==> src/rtl/hba_pkg.sv <==
// Shared definitions for HBA slave peripherals. This package holds the handshake
// state encoding, the interrupt register offsets and the peripheral decode helper.
package hba_pkg;

  // Handshake FSM state encoding used by every HBA slave.
  typedef enum logic [1:0] {
    ST_IDLE = 2'd0,
    ST_WAIT = 2'd1,
    ST_ACK  = 2'd2,
    ST_DONE = 2'd3
  } hba_hs_state_t;

  // The wait counter holds WAIT_STATES, whose legal range is 0..15.
  localparam int WAIT_CNT_WIDTH = 4;

  // INT_STATUS sits directly after the data registers.
  function automatic int int_status_offset(input int num_regs);
    return num_regs;
  endfunction

  // INT_ENABLE follows INT_STATUS.
  function automatic int int_enable_offset(input int num_regs);
    return num_regs + 1;
  endfunction

  // A slave is addressed when a transfer is active and the peripheral field matches.
  function automatic logic periph_decode(input logic        select,
                                         input logic [31:0] periph_field,
                                         input logic [31:0] periph_addr);
    return select && (periph_field == periph_addr);
  endfunction

endpackage

==> src/rtl/hba_slave_handshake.sv <==
// HBA slave handshake. It decodes the peripheral address, latches the register
// offset and direction, counts the wait states and produces a single xferack
// pulse for each transfer. o_commit is high in the cycle whose closing edge raises
// xferack, so the owner commits writes and registers read data on that edge.
module hba_slave_handshake
  import hba_pkg::*;
#(
  parameter int PERIPH_ADDR_WIDTH = 4,
  parameter int REG_ADDR_WIDTH    = 8,
  parameter int ADDR_WIDTH        = PERIPH_ADDR_WIDTH + REG_ADDR_WIDTH,
  parameter int PERIPH_ADDR       = 0,
  parameter int WAIT_STATES       = 0
) (
  input  logic                      hba_clk,
  input  logic                      hba_reset,
  input  logic                      hba_select,
  input  logic                      hba_rnw,
  input  logic [ADDR_WIDTH-1:0]     hba_abus,
  output logic                      o_commit,
  output logic                      o_rnw,
  output logic [REG_ADDR_WIDTH-1:0] o_idx,
  output logic                      o_xferack
);

  logic                      w_hit;
  hba_hs_state_t             r_state;
  logic [WAIT_CNT_WIDTH-1:0] r_wait_cnt;
  logic [REG_ADDR_WIDTH-1:0] r_idx;
  logic                      r_rnw;
  logic                      r_xferack;

  assign w_hit = periph_decode(hba_select,
                               32'(hba_abus[ADDR_WIDTH-1:REG_ADDR_WIDTH]),
                               32'(PERIPH_ADDR));

  // Handshake FSM: latch the transfer, count wait states, ack once, wait for deselect.
  always_ff @(posedge hba_clk or negedge hba_reset) begin
    if (!hba_reset) begin
      r_state    <= ST_IDLE;
      r_wait_cnt <= '0;
      r_idx      <= '0;
      r_rnw      <= 1'b0;
      r_xferack  <= 1'b0;
    end else begin
      r_xferack <= 1'b0;
      case (r_state)
        ST_IDLE: begin
          if (w_hit) begin
            r_state    <= ST_WAIT;
            r_wait_cnt <= WAIT_CNT_WIDTH'(WAIT_STATES);
            r_idx      <= hba_abus[REG_ADDR_WIDTH-1:0];
            r_rnw      <= hba_rnw;
          end
        end
        ST_WAIT: begin
          if (r_wait_cnt == '0) begin
            r_state   <= ST_ACK;
            r_xferack <= 1'b1;
          end else begin
            r_wait_cnt <= r_wait_cnt - 1'b1;
          end
        end
        ST_ACK: begin
          r_state <= ST_DONE;
        end
        ST_DONE: begin
          // Holding select must not start a second transfer.
          if (!hba_select) begin
            r_state <= ST_IDLE;
          end
        end
        default: begin
          r_state <= ST_IDLE;
        end
      endcase
    end
  end

  assign o_commit  = (r_state == ST_WAIT) && (r_wait_cnt == '0);
  assign o_rnw     = r_rnw;
  assign o_idx     = r_idx;
  assign o_xferack = r_xferack;

endmodule

==> src/rtl/hba_reg_file.sv <==
// Parametrised HBA register bank. It has NUM_REGS data registers, each either
// read/write or read-only (fed by reg_in), plus INT_STATUS (write-1-to-clear) and
// INT_ENABLE. A change on a read-only input raises a maskable, registered interrupt.
// The read bus is zero except during a read ack, so it can be OR-combined with the
// buses of other slaves.
module hba_reg_file
  import hba_pkg::*;
#(
  parameter int                DBUS_WIDTH        = 8,
  parameter int                PERIPH_ADDR_WIDTH = 4,
  parameter int                REG_ADDR_WIDTH    = 8,
  parameter int                ADDR_WIDTH        = PERIPH_ADDR_WIDTH + REG_ADDR_WIDTH,
  parameter int                PERIPH_ADDR       = 0,
  parameter int                NUM_REGS          = 4,
  parameter logic [NUM_REGS-1:0] RO_MASK         = '0,
  parameter int                WAIT_STATES       = 0
) (
  input  logic                           hba_clk,
  input  logic                           hba_reset,
  input  logic                           hba_rnw,
  input  logic                           hba_select,
  input  logic [ADDR_WIDTH-1:0]          hba_abus,
  input  logic [DBUS_WIDTH-1:0]          hba_dbus,
  output logic [DBUS_WIDTH-1:0]          regbank_dbus,
  output logic                           regbank_xferack,
  output logic                           regbank_interrupt,
  output logic [NUM_REGS*DBUS_WIDTH-1:0] reg_out,
  input  logic [NUM_REGS*DBUS_WIDTH-1:0] reg_in,
  output logic [NUM_REGS-1:0]            reg_wr_strobe
);

  localparam int STAT_IDX = int_status_offset(NUM_REGS);
  localparam int EN_IDX   = int_enable_offset(NUM_REGS);

  logic                           w_commit;
  logic                           w_rnw;
  logic [REG_ADDR_WIDTH-1:0]      w_idx;
  logic                           w_wr;
  logic [NUM_REGS-1:0]            w_wr_sel;
  logic [NUM_REGS-1:0]            w_change;
  logic [NUM_REGS-1:0]            w_w1c;
  logic                           w_en_wr;
  logic [DBUS_WIDTH-1:0]          w_rd_data;
  logic                           w_unused;

  // Read-only slices of r_regs double as the change-detect sample of reg_in.
  logic [NUM_REGS*DBUS_WIDTH-1:0] r_regs;
  logic [NUM_REGS-1:0]            r_int_status;
  logic [NUM_REGS-1:0]            r_int_enable;
  logic                           r_irq;
  logic [NUM_REGS-1:0]            r_wr_strobe;
  logic [DBUS_WIDTH-1:0]          r_dbus;

  hba_slave_handshake #(
    .PERIPH_ADDR_WIDTH (PERIPH_ADDR_WIDTH),
    .REG_ADDR_WIDTH    (REG_ADDR_WIDTH),
    .ADDR_WIDTH        (ADDR_WIDTH),
    .PERIPH_ADDR       (PERIPH_ADDR),
    .WAIT_STATES       (WAIT_STATES)
  ) u_handshake (
    .hba_clk    (hba_clk),
    .hba_reset  (hba_reset),
    .hba_select (hba_select),
    .hba_rnw    (hba_rnw),
    .hba_abus   (hba_abus),
    .o_commit   (w_commit),
    .o_rnw      (w_rnw),
    .o_idx      (w_idx),
    .o_xferack  (regbank_xferack)
  );

  assign w_wr = w_commit && !w_rnw;

  // Per-register write select and change detection.
  for (genvar gi = 0; gi < NUM_REGS; gi++) begin : g_reg
    assign w_wr_sel[gi] = w_wr && !RO_MASK[gi] && (w_idx == REG_ADDR_WIDTH'(gi));
    assign w_change[gi] = RO_MASK[gi] &&
                          (reg_in[gi*DBUS_WIDTH +: DBUS_WIDTH] != r_regs[gi*DBUS_WIDTH +: DBUS_WIDTH]);
  end

  assign w_w1c   = (w_wr && (w_idx == REG_ADDR_WIDTH'(STAT_IDX))) ? hba_dbus[NUM_REGS-1:0] : '0;
  assign w_en_wr = w_wr && (w_idx == REG_ADDR_WIDTH'(EN_IDX));

  // Read mux over the latched offset; unmapped offsets read as zero.
  always_comb begin
    w_rd_data = '0;
    for (int i = 0; i < NUM_REGS; i++) begin
      if (w_idx == REG_ADDR_WIDTH'(i)) begin
        w_rd_data = RO_MASK[i] ? reg_in[i*DBUS_WIDTH +: DBUS_WIDTH]
                               : r_regs[i*DBUS_WIDTH +: DBUS_WIDTH];
      end
    end
    if (w_idx == REG_ADDR_WIDTH'(STAT_IDX)) begin
      w_rd_data = DBUS_WIDTH'(r_int_status);
    end
    if (w_idx == REG_ADDR_WIDTH'(EN_IDX)) begin
      w_rd_data = DBUS_WIDTH'(r_int_enable);
    end
  end

  // Register storage: read/write slices take bus writes, read-only slices sample reg_in.
  always_ff @(posedge hba_clk or negedge hba_reset) begin
    if (!hba_reset) begin
      r_regs <= '0;
    end else begin
      for (int i = 0; i < NUM_REGS; i++) begin
        if (RO_MASK[i]) begin
          r_regs[i*DBUS_WIDTH +: DBUS_WIDTH] <= reg_in[i*DBUS_WIDTH +: DBUS_WIDTH];
        end else if (w_wr_sel[i]) begin
          r_regs[i*DBUS_WIDTH +: DBUS_WIDTH] <= hba_dbus;
        end
      end
    end
  end

  // Interrupt status/enable; a set event beats a simultaneous write-1-to-clear.
  always_ff @(posedge hba_clk or negedge hba_reset) begin
    if (!hba_reset) begin
      r_int_status <= '0;
      r_int_enable <= '0;
    end else begin
      r_int_status <= (r_int_status & ~w_w1c) | w_change;
      if (w_en_wr) begin
        r_int_enable <= hba_dbus[NUM_REGS-1:0];
      end
    end
  end

  // Registered bus-side outputs: interrupt level, write strobes and read data.
  always_ff @(posedge hba_clk or negedge hba_reset) begin
    if (!hba_reset) begin
      r_irq       <= 1'b0;
      r_wr_strobe <= '0;
      r_dbus      <= '0;
    end else begin
      r_irq       <= |(r_int_status & r_int_enable);
      r_wr_strobe <= w_wr_sel;
      r_dbus      <= (w_commit && w_rnw) ? w_rd_data : '0;
    end
  end

  // Read/write slices of reg_in are intentionally ignored.
  assign w_unused = ^reg_in;

  assign reg_out           = r_regs;
  assign reg_wr_strobe     = r_wr_strobe;
  assign regbank_dbus      = r_dbus;
  assign regbank_interrupt = r_irq;

endmodule
==> config.mk <==
export PLATFORM = sky130hd
export DESIGN_NAME = hba_reg_file
export DESIGN_NICKNAME = d
export VERILOG_FILES = /design/src/rtl/hba_pkg.sv /design/src/rtl/hba_slave_handshake.sv /design/src/rtl/hba_reg_file.sv
export SDC_FILE = /design/constraint.sdc
export NUM_CORES = 1
export LEC_CHECK = 0
export BUFFER_PORTS_ARGS = -buffer_cell sky130_fd_sc_hd__buf_2
export CORE_MARGIN = 2
export CORE_UTILIZATION = 50
export CTS_BUF_LIST = sky130_fd_sc_hd__clkbuf_4 sky130_fd_sc_hd__clkbuf_8
export DETAILED_ROUTE_END_ITERATION = 8
export PLACE_DENSITY = 0.83
export SLEW_MARGIN = 15
export SYNTH_ARGS = -nofsm -noshare
export SYNTH_HDL_FRONTEND = slang
export SYNTH_HIERARCHICAL = 1
export SYNTH_SLANG_ARGS = --single-unit
==> constraint.sdc <==
create_clock -name hba_clk -period 3.9 [get_ports hba_clk]
set_input_delay 0.39 -clock hba_clk [delete_from_list [all_inputs] [get_ports hba_clk]]
set_output_delay 0.39 -clock hba_clk [all_outputs]
set_load 0.03 [all_outputs]
* Word level (Yosys, flattened, before mapping) *
Index checks and enable logic that the tools add are counted.

word-level totals
  output and inout bits = 46
  register bits after elaboration = 69

operators by class
  mux-type cells = 17
  reduce and logical (&&, ||, !) cells = 20
  bitwise operators = 3
  add/subtract/negate cells = 1
  equal/unequal tests = 12

operators with widths
  kind                 number
  $mux 8               7
  $eq 8x2->1 const B   2
  $eq 8x3->1 const B   2
  $mux 4               3
  $logic_and 1x1->1    10
  $and 4x4->4          2
  $eq 8x1->1 const B   1
  $logic_not 4->1      2
  $logic_not 8->1      1
  $pmux 2 s4           1
  $pmux 4 s2           1
  $mux 2               3
  $reduce_and 3->1     2
  $eq 2x2->1 const B   2
  $ne 2x1->1 const B   2
  $ne 2x2->1 const B   2
  $not 4->4            1
  $reduce_or 4->1      1
  $sub 4x1->4 const B  1
  $eq 2x1->1 const B   1
  $logic_not 2->1      1
  $mux 1               2
  $reduce_and 2->1     1
  $reduce_bool 2->1    1
  $logic_not 1->1      1

* Depth between registers and ports, before layout *
Gate-level depths: netlist of the first run.

  depth after elaboration = 8
  depth in mapped cells = 8

* By module *
The synthesis of the first run kept the hierarchy.

modules (own cells, without submodules)
  module               instances  seq. area each (µm²)  cells each  area each (µm²)
  hba_reg_file         1          1326.3                184         2352.3
  hba_slave_handshake  1          400.4                 77          873.3

* Worst setup path before layout of the first run *
No wires, ideal clock.

  path type = reg2reg
  from = register u_handshake.r_wait_cnt[0]
  to = register r_int_enable[0]
  clock period less this slack = 2.225 ns
  path slack = 1.675 ns
  data required time = 3.775 ns
  stages on the path, launching flop included = 8
  arrival time = 2.100 ns
  cell sequence = dfrtp_1 -> inv_1 -> ha_1 -> or3b_1 -> nor2_1 -> nand3_1 -> nor4_4 -> mux2_2

between the ends
  longest elaborated chain between the ends = 4

RTL lines
  element                   line                       source
  start: declaration        hba_slave_handshake.sv:27  logic [WAIT_CNT_WIDTH-1:0] r_wait_cnt;
  start signal: assignment  hba_slave_handshake.sv:50  r_wait_cnt <= WAIT_CNT_WIDTH'(WAIT_STATES);
  start signal: assignment  hba_slave_handshake.sv:60  r_wait_cnt <= r_wait_cnt - 1'b1;
  $logic_not 4->1           hba_slave_handshake.sv:79  assign o_commit = (r_state == ST_WAIT) && (r_wait_cnt == '0);
  $logic_and 1x1->1         hba_slave_handshake.sv:79
  via w_commit              hba_reg_file.sv:35         logic w_commit;
  $logic_and 1x1->1         hba_reg_file.sv:72         assign w_wr = w_commit && !w_rnw;
  $logic_and 1x1->1         hba_reg_file.sv:82         assign w_en_wr = w_wr && (w_idx == REG_ADDR_WIDTH'(EN_IDX));
  end signal: assignment    hba_reg_file.sv:124        r_int_enable <= hba_dbus[NUM_REGS-1:0];
  end: declaration          hba_reg_file.sv:49         logic [NUM_REGS-1:0] r_int_enable;

The timed path passes the listed nets, and every way through them passes these cells.
A chain may end at the register's enable or synchronous reset.

* Worst setup path in the final report of the first run *
  from = register u_handshake.r_wait_cnt[0]
  to = register r_regs[2], in the netlist reg_out[2]

between the ends
  longest elaborated chain between the ends = 4

RTL lines
  element                         line                       source
  $logic_not 4->1                 hba_slave_handshake.sv:79
  $logic_and 1x1->1               hba_slave_handshake.sv:79
  via w_commit                    hba_reg_file.sv:35
  $logic_and 1x1->1               hba_reg_file.sv:72
  $logic_and 1x1->1               hba_reg_file.sv:76         assign w_wr_sel[gi] = w_wr && !RO_MASK[gi] && (w_idx == REG_ADDR_WIDTH'(gi));
  end signal: indexed assignment  hba_reg_file.sv:108        r_regs[i*DBUS_WIDTH +: DBUS_WIDTH] <= reg_in[i*DBUS_WIDTH +: DBUS_WIDTH];
  end signal: indexed assignment  hba_reg_file.sv:110        r_regs[i*DBUS_WIDTH +: DBUS_WIDTH] <= hba_dbus;
  end: declaration                hba_reg_file.sv:47         logic [NUM_REGS*DBUS_WIDTH-1:0] r_regs;

The timed path passes the listed nets, and every way through them passes these cells.

==> results of run 1 <==
layer usage:
metal / vias up / wire length (µm)
met5: - / 0
met4: 0 / 157
met3: 13 / 551
met2: 90 / 3468
met1: 1175 / 3038
li1: 1099 / -
area by class of cell:
| class | instances | area (µm²) | area share |
|---|---|---|---|
| Timing Repair Buffer | 71 | 360.3 | 0.09269 |
| Sequential cell | 69 | 1727 | 0.4442 |
| Clock inverter | 3 | 65.06 | 0.01674 |
| Multi-Input combinational cell | 177 | 1434 | 0.3688 |
| Tap cell | 77 | 96.34 | 0.02478 |
| Clock buffer | 13 | 178.9 | 0.04603 |
| Inverter | 7 | 26.28 | 0.006759 |
cells in the final DEF, fill, tap and decap left out, types with 2 or more instances in the layout:
cell type,instances
sky130_fd_sc_hd__o21a_1,4
sky130_fd_sc_hd__mux2_2,48
sky130_fd_sc_hd__ha_1,7
sky130_fd_sc_hd__nor2_1,19
sky130_fd_sc_hd__mux2i_1,5
sky130_fd_sc_hd__nor3_1,10
sky130_fd_sc_hd__nand3_1,4
sky130_fd_sc_hd__inv_1,6
sky130_fd_sc_hd__nand3_4,2
sky130_fd_sc_hd__bufinv_16,2
sky130_fd_sc_hd__o22ai_1,4
sky130_fd_sc_hd__a21boi_0,4
sky130_fd_sc_hd__nand4_1,2
sky130_fd_sc_hd__clkbuf_8,13
sky130_fd_sc_hd__nand2_1,15
sky130_fd_sc_hd__o32ai_1,4
sky130_fd_sc_hd__buf_2,69
sky130_fd_sc_hd__nor4_1,5
sky130_fd_sc_hd__a21oi_1,7
sky130_fd_sc_hd__dfrtp_1,69
sky130_fd_sc_hd__a22oi_1,2
sky130_fd_sc_hd__nor2b_1,4
sky130_fd_sc_hd__o21ai_0,3
sky130_fd_sc_hd__nand2b_1,2
sky130_fd_sc_hd__buf_4,2
cells by family after synthesis:
logic type | Yosys count
adders and majority gates | 7
and+or+nand+nor | 80
buffers and inverters | 15
DFF | 69
muxes | 55
AOI/OAI and AO/OA | 35
state kept, by name, indices dropped and copies added (netlist names), 2 cells and up:
register and flops:
reg_out 32, regbank_dbus 8, u_handshake/o_idx 8, r_int_enable 4, r_int_status 4, reg_wr_strobe 4, u_handshake/r_wait_cnt 4, u_handshake/r_state 2
critical path, cell delays in order, from the launching register on:
cell,delay (ns)
sky130_fd_sc_hd__dfrtp_1,0.40
sky130_fd_sc_hd__inv_1,0.11
sky130_fd_sc_hd__ha_1,0.23
sky130_fd_sc_hd__or3b_1,0.42
sky130_fd_sc_hd__nor2_1,0.31
sky130_fd_sc_hd__and4b_1,0.47
sky130_fd_sc_hd__nand2_2,0.26
sky130_fd_sc_hd__mux2_2,0.34
through the flow:
stage               cells  hold slack [ns]  cell area [µm²]
global route          417          0.07871             3887
finish                417          0.03006             3887
detailed placement    401           0.4253             3643
CTS                   417          0.04049             3887
global placement      401           0.4188             3643
floorplan             261          0.09441             3226
power by group:
group          switching, mW  internal, mW  leakage [nW]
registers              0.173         0.908         0.879
clock network          0.261         0.429         0.126
logic                  0.716         0.444         0.865
total                   1.15          1.78          1.87
path summary, 6_finish.rpt:
check	start	to
min in group hba_clk	hba_abus[7]	u_handshake/o_idx[7]
setup reg to reg	u_handshake/r_wait_cnt[0]	reg_out[2]
max in group asynchronous	hba_reset	reg_out[15]
hold reg to reg	r_int_enable[3]	regbank_interrupt
setup / recovery	u_handshake/r_wait_cnt[0]	reg_out[2]
hold / removal	hba_reset	regbank_dbus[2]
==> implementation parameters, run 1 <==
Parameter                              Value

Yosys
  Synthesized Nets    324
  Fraction of post-synthesis cell area in the top cell type by area    0.5353
  Total standard cell area after synthesis    3226 µm²
  Mapped Avg Cell Area    12.36 µm²
  Number of enable flip-flop cells after synthesis    0
  Proportion of synthesized chip area in sequential cells    0.5353
  Number of synthesized register bits    69
  Synth cell types    52
  Count of mapped cells out of synthesis    261
  Prevailing post-synth register cell    sky130_fd_sc_hd__dfrtp_1
  Basic-gate share of the synthesized area counting and, or, nand and nor cells    0.1497
  Main combinational cell family by area after synthesis    multiplexers
  Adder-cell share of the synthesized area    0.02715
  Dominant cell by count in the synthesized netlist    sky130_fd_sc_hd__dfrtp_1
  Yosys warnings    6
  Post-synthesis mux area share    0.1912
  Most frequent cells after synthesis    sky130_fd_sc_hd__dfrtp_1 (69), sky130_fd_sc_hd__mux2_2 (48), sky130_fd_sc_hd__nor2_1 (19)
  Fraction of the mapped netlist area in compound gates    0.07642
  XOR/XNOR Fraction of Synth Area    0
  Synth async-reset ratio    1.000
  Leading post-synthesis cells by cell area    sky130_fd_sc_hd__dfrtp_1 (54%), sky130_fd_sc_hd__mux2_2 (17%), sky130_fd_sc_hd__ha_1 (2.7%)
  Yosys top cell by area    sky130_fd_sc_hd__dfrtp_1

Placed design
  Number of port buffers    69
  Gpl congestion    0.8190
  Sum of net half-perimeters after detailed placement    4973 µm
  Worst slack after detailed placement    1.276 ns

Drt
  First-pass iteration count of the detailed router    4
  Final routed wire length divided by cell count    17.30 µm
  Vias per cell    5.700
  Wire length reported by the detailed router    7214 µm
  First-iteration detailed-routing DRC count    163
  DR vias    2377
  Detailed-route DRC error count    0
  Post-route antenna net violation count    0

Worst setup path
  Category of the worst setup path launch point    flop
  Worst-path maximum fanout    8
  Worst path required time    4.13 ns
  Category of the worst setup path capture point    flop
  Minimum setup slack among reg-to-reg paths    1.24 ns
  Critical path data arrival time    2.89 ns
  Reg2Reg Depth    7
  Category of the critical setup timing path    reg2reg

Timing
  Achievable Freq    375.8 MHz
  Max-slew violation count    0
  Setup TNS    0 ns
  Final Hold Violating Endpoints    0
  Minimum setup slack in the final design    1.239 ns
  Number of setup violations in the final report    0
  Worst slew margin    0.5038
  RSZ-0062 raised after global routing    no
  Final critical delay including setup and external delays    2.661 ns
  Skew final    0.007629 ns
  Final period util    0.6823
  Slew at the pin closest to its max-slew limit    0.7443 ns

Pwr
  Worst voltage drop across the vdd grid    483.6 µV
  Leak Pwr    1.869 nW
  PwrDens    754.0 nW/µm²
  Overall power    2.931 mW

Final layout
  Area growth syn-to-layout    20.52%
  Antenna fix cells    0
  Core utilization of the finished layout    0.6193
  Layout Nets    398
  Number of fill cells in the layout    513
  Ratio of cells with drive above 1 in the final layout    0.4324

Clock network
  # clock sinks    69
  Root Buffer Master    sky130_fd_sc_hd__clkbuf_8
  Post-cts gate resize count    0
  Number of CTS-inserted buffers    9
  Clock Latency Late Sink    0.35 ns
  CTS tree    built
  Maximum root-to-sink buffer count    2
  Number of buffers inserted by hold repair at cts    0
  Clock slew seen by the registers of the worst setup and hold paths    0.07 ns
  Clock H-tree levels    3
  Number of buffers added for setup after CTS    0

Global route
  Final global-route overflow total    0
  Via count of the first global-routing pass    2430
  Grt peak-use layer    met2
  Global-route wire length before repair    12180 µm
  Met2 usage    0.3550
  Pin count of the biggest net entering global routing    45
  GR Layer Usage met3    0.06195
  GRT Overall Usage    0.2208
  Number of antenna violations at the first check in global routing    0
  Met1 Resource Use GR    0.2779

Floorplan
  Effective utilization at floorplan    0.5139
  Area enclosed by the die boundary    7110 µm²
  Overall die width    84.32 µm
  Die Span Y    84.32 µm
  Area of the core region    6277 µm²
  Placement Rows    29
  Total I/O pin count    102

Run
  Max Cap Violations    0

Status
  Run status    finished, final reports clean

Min path
  Worst Hold Class    in2async
No activity file was read; power rests on OpenSTA's default activity.
==> inputs of run 2 (changes only) <==
- ABC_AREA: not set -> 1
- clock period: 3.9 -> 2.7 ns (I/O delays scaled with it)
==> implementation parameters, run 2 <==
Parameter                              Value

Final layout
  Ratio of cells with drive above 1 in the final layout    0.2641 (-0.1682)
  Layout Nets    502 (+26%)
  Area of the multi-input gates    1297 µm² (-9.5%)
  Number of fill cells in the layout    573 (+12%)
  Area growth syn-to-layout    17.22%
  Area taken by flip-flops and latches    1727 µm² (unchanged)
  Most frequent cells in the layout    sky130_fd_sc_hd__nand2_1 (100), sky130_fd_sc_hd__buf_2 (69), sky130_fd_sc_hd__dfrtp_1 (69)
  Most common cell after layout, fill and taps aside    sky130_fd_sc_hd__nand2_1
  Antenna fix cells    0 (unchanged)
  Core utilization of the finished layout    0.6003 (-0.01902)
  Max reg flops    32 (unchanged)

Yosys
  Leading post-synthesis cells by cell area    sky130_fd_sc_hd__dfrtp_1 (53%), sky130_fd_sc_hd__nand2_1 (12%), sky130_fd_sc_hd__o21ai_0 (7.4%)
  Synthesized Nets    428 (+32%)
  Mapped Avg Cell Area    8.858 µm² (-28%)
  Synth cell types    29 (-44%)
  Number of enable flip-flop cells after synthesis    0 (unchanged)
  Yosys warnings    6 (unchanged)
  Number of synthesized register bits    69 (unchanged)
  Total standard cell area after synthesis    3233 µm² (+0.23%)
  Count of mapped cells out of synthesis    365 (+40%)
  Dominant cell by count in the synthesized netlist    sky130_fd_sc_hd__nand2_1
  Yosys top cell by area    sky130_fd_sc_hd__dfrtp_1
  Proportion of synthesized chip area in sequential cells    0.5341 (-0.001243)
  Prevailing post-synth register cell    sky130_fd_sc_hd__dfrtp_1
  Fraction of post-synthesis cell area in the top cell type by area    0.5341 (-0.001243)
  Most frequent cells after synthesis    sky130_fd_sc_hd__nand2_1 (100), sky130_fd_sc_hd__dfrtp_1 (69), sky130_fd_sc_hd__o21ai_0 (48)
  Synth async-reset ratio    1.000 (unchanged)

Min path
  Worst Hold Class    in2async

Worst setup path
  Worst-path maximum fanout    16 (+8)
  Category of the worst setup path capture point    flop
  Most repeated library cell on the critical path    sky130_fd_sc_hd__inv_1
  Dominant delay contributor by cell family on the critical path    simple AND/OR/NAND/NOR gates
  Highest-delay cell along the critical path    sky130_fd_sc_hd__nand3_1
  Bufs and invs on worst path    3 (+2)
  Category of the worst setup path launch point    flop
  Largest stage delay on the critical path    0.47 ns (about the same)
  Ordered cell list for the critical path    inv_1 > ha_1 > nand3_1 > inv_1 > inv_1 > nor2_4 > nand3_1 > o21ai_0
  Critical Path Stages    8 (+1)
  Reg2Reg Depth    8 (+1)
  Category of the critical setup timing path    reg2reg
  Critical path data arrival time    2.40 ns (-0.49 ns)
  Worst path required time    2.95 ns (-1.18 ns)

Pwr
  PwrDens    1126 nW/µm² (+49%)
  Leak Pwr    2.081 nW (+11%)
  Worst voltage drop across the vdd grid    720.8 µV (+49%)

Timing
  Final Hold Violating Endpoints    0 (unchanged)
  RSZ-0062 raised after global routing    no
  Slew at the pin closest to its max-slew limit    0.8509 ns (+0.1066 ns)
  Achievable Freq    464.1 MHz (+23%)
  Worst slew margin    0.4327 (-0.07108)
  Max-slew violation count    0 (unchanged)
  Final critical delay including setup and external delays    2.155 ns (-0.5062 ns)
  Final hold slack    0.1139 ns (+0.08381 ns)
  Final period util    0.7980 (+0.1158)
  Number of setup violations in the final report    0 (unchanged)
  Skew final    0.008438 ns (+0.0008086 ns)
  Setup TNS    0 ns (unchanged)

Clock network
  Root Buffer Master    sky130_fd_sc_hd__clkbuf_8
  Clock Latency Late Sink    0.34 ns (about the same)
  Post-cts gate resize count    0 (unchanged)
  Number of CTS-inserted buffers    9 (unchanged)
  Number of buffers inserted by hold repair at cts    0 (unchanged)
  # clock sinks    69 (unchanged)
  Maximum root-to-sink buffer count    2 (unchanged)
  Clock H-tree levels    3 (unchanged)
  Number of buffers added for setup after CTS    0 (unchanged)
  CTS tree    built
  Clock slew seen by the registers of the worst setup and hold paths    0.07 ns (about the same)

Drt
  First-iteration detailed-routing DRC count    149 (-8.6%)
  First-pass iteration count of the detailed router    4 (unchanged)
  Final routed wire length divided by cell count    13.70 µm (-21%)
  Vias per cell    5.100 (-11%)
  Post-route antenna net violation count    0 (unchanged)
  Detailed-route DRC error count    0 (unchanged)
  Wire length reported by the detailed router    7122 µm (-1.3%)
  DR vias    2652 (+12%)

Global route
  Pin count of the biggest net entering global routing    70 (+56%)
  Final global-route overflow total    0 (unchanged)
  GRT Overall Usage    0.2153 (-0.005419)
  Global-route wire length before repair    12050 µm (-1.1%)
  Via count of the first global-routing pass    2514 (+3.5%)
  Number of antenna violations at the first check in global routing    0 (unchanged)

Placed design
  Number of port buffers    69 (unchanged)
  Sum of net half-perimeters after detailed placement    5116 µm (+2.9%)
  Gpl congestion    0.9170 (+12%)

Floorplan
  Area enclosed by the die boundary    7125 µm² (+0.21%)
  Total I/O pin count    102 (unchanged)
  Placement Rows    29 (unchanged)
  Die Span Y    84.41 µm (+0.11%)
  Effective utilization at floorplan    0.5121 (-0.001764)
  Area of the core region    6314 µm² (+0.58%)
  Overall die width    84.41 µm (+0.11%)

Run
  Max Cap Violations    0 (unchanged)

Status
  Run status    finished, final reports clean
==> run 2: cell count changes after synthesis, moves of 25 or more <==
cell,delta
sky130_fd_sc_hd__o21ai_0,+45
sky130_fd_sc_hd__inv_1,+29
sky130_fd_sc_hd__nand2_1,+85
sky130_fd_sc_hd__mux2_2,-48
sky130_fd_sc_hd__nand3_1,+25
==> run 2: area by class of cell <==
| cell class | instances | share of cell area |
|---|---|---|
| multi-input cells | 250 | 0.3424 |
| repair buffers | 70 | 0.09310 |
| clock buffers | 11 | 0.03830 |
| inverters | 39 | 0.03863 |
| flip-flops and latches | 69 | 0.4556 |
| well taps | 77 | 0.02542 |
| clock inverters | 4 | 0.006603 |
==> run 2: path summary, 6_finish.rpt <==
path	end	slack, ns	start
min reg2reg	u_handshake/r_wait_cnt[1]	0.49	u_handshake/r_wait_cnt[1]
max reg2reg	reg_out[27]	0.55	u_handshake/r_state[1]
max	reg_out[27]	0.55	u_handshake/r_state[1]
max in group asynchronous	u_handshake/r_state[1]	2.03	hba_reset
min	regbank_dbus[2]	0.11	hba_reset
min in group hba_clk	u_handshake/o_idx[5]	0.13	hba_abus[5]
==> run 2: per-stage QoR <==
stage	instance area [µm²]	total power, mW	cells	setup slack (ns)
2_1_floorplan	3233	3.033	365	0.9558
3_3_place_gp	3620	3.485	505	0.6501
3_5_place_dp	3620	3.549	505	0.5399
4_1_cts	3790	4.288	520	0.5401
5_1_grt	3790	4.580	520	0.3154
6_report	3790	4.267	520	0.5454
==> run 2: cell families after synthesis <==
kind of cell,synth area share
adders and majority gates,0.02709
xor gates and xnor gates,0.002709
buffers and inverters,0.06463
DFF,0.5341
AOI/OAI and AO/OA,0.1219
and+or+nand+nor,0.2496
==> run 2: worst reg2reg max path: cells and delay by family, from the launching register on <==
kind | cells | cell delay, ns
buffers and inverters | 3 | 0.28
AOI/OAI and AO/OA | 1 | 0.34
adders and majority gates | 1 | 0.22
and+or+nand+nor | 3 | 0.81
DFF | 1 | 0.41
==> run 2: routing by layer <==
metal | vias up | wire, µm | global-route usage | part of all wire
li1 | 1332 | - | - | -
met1 | 1225 | 3081 | 0.3023 | 0.43
met2 | 83 | 3484 | 0.3304 | 0.49
met3 | 12 | 414 | 0.03736 | 0.058
met4 | 0 | 142 | 0.09812 | 0.020
met5 | - | 0 | 0 | 0
==> run 2: report_power, final <==
group	switching [mW]	internal, mW	leakage, nW
clock network	0.371	0.360	0.0846
logic	1.36	0.551	1.17
registers	0.265	1.36	0.829
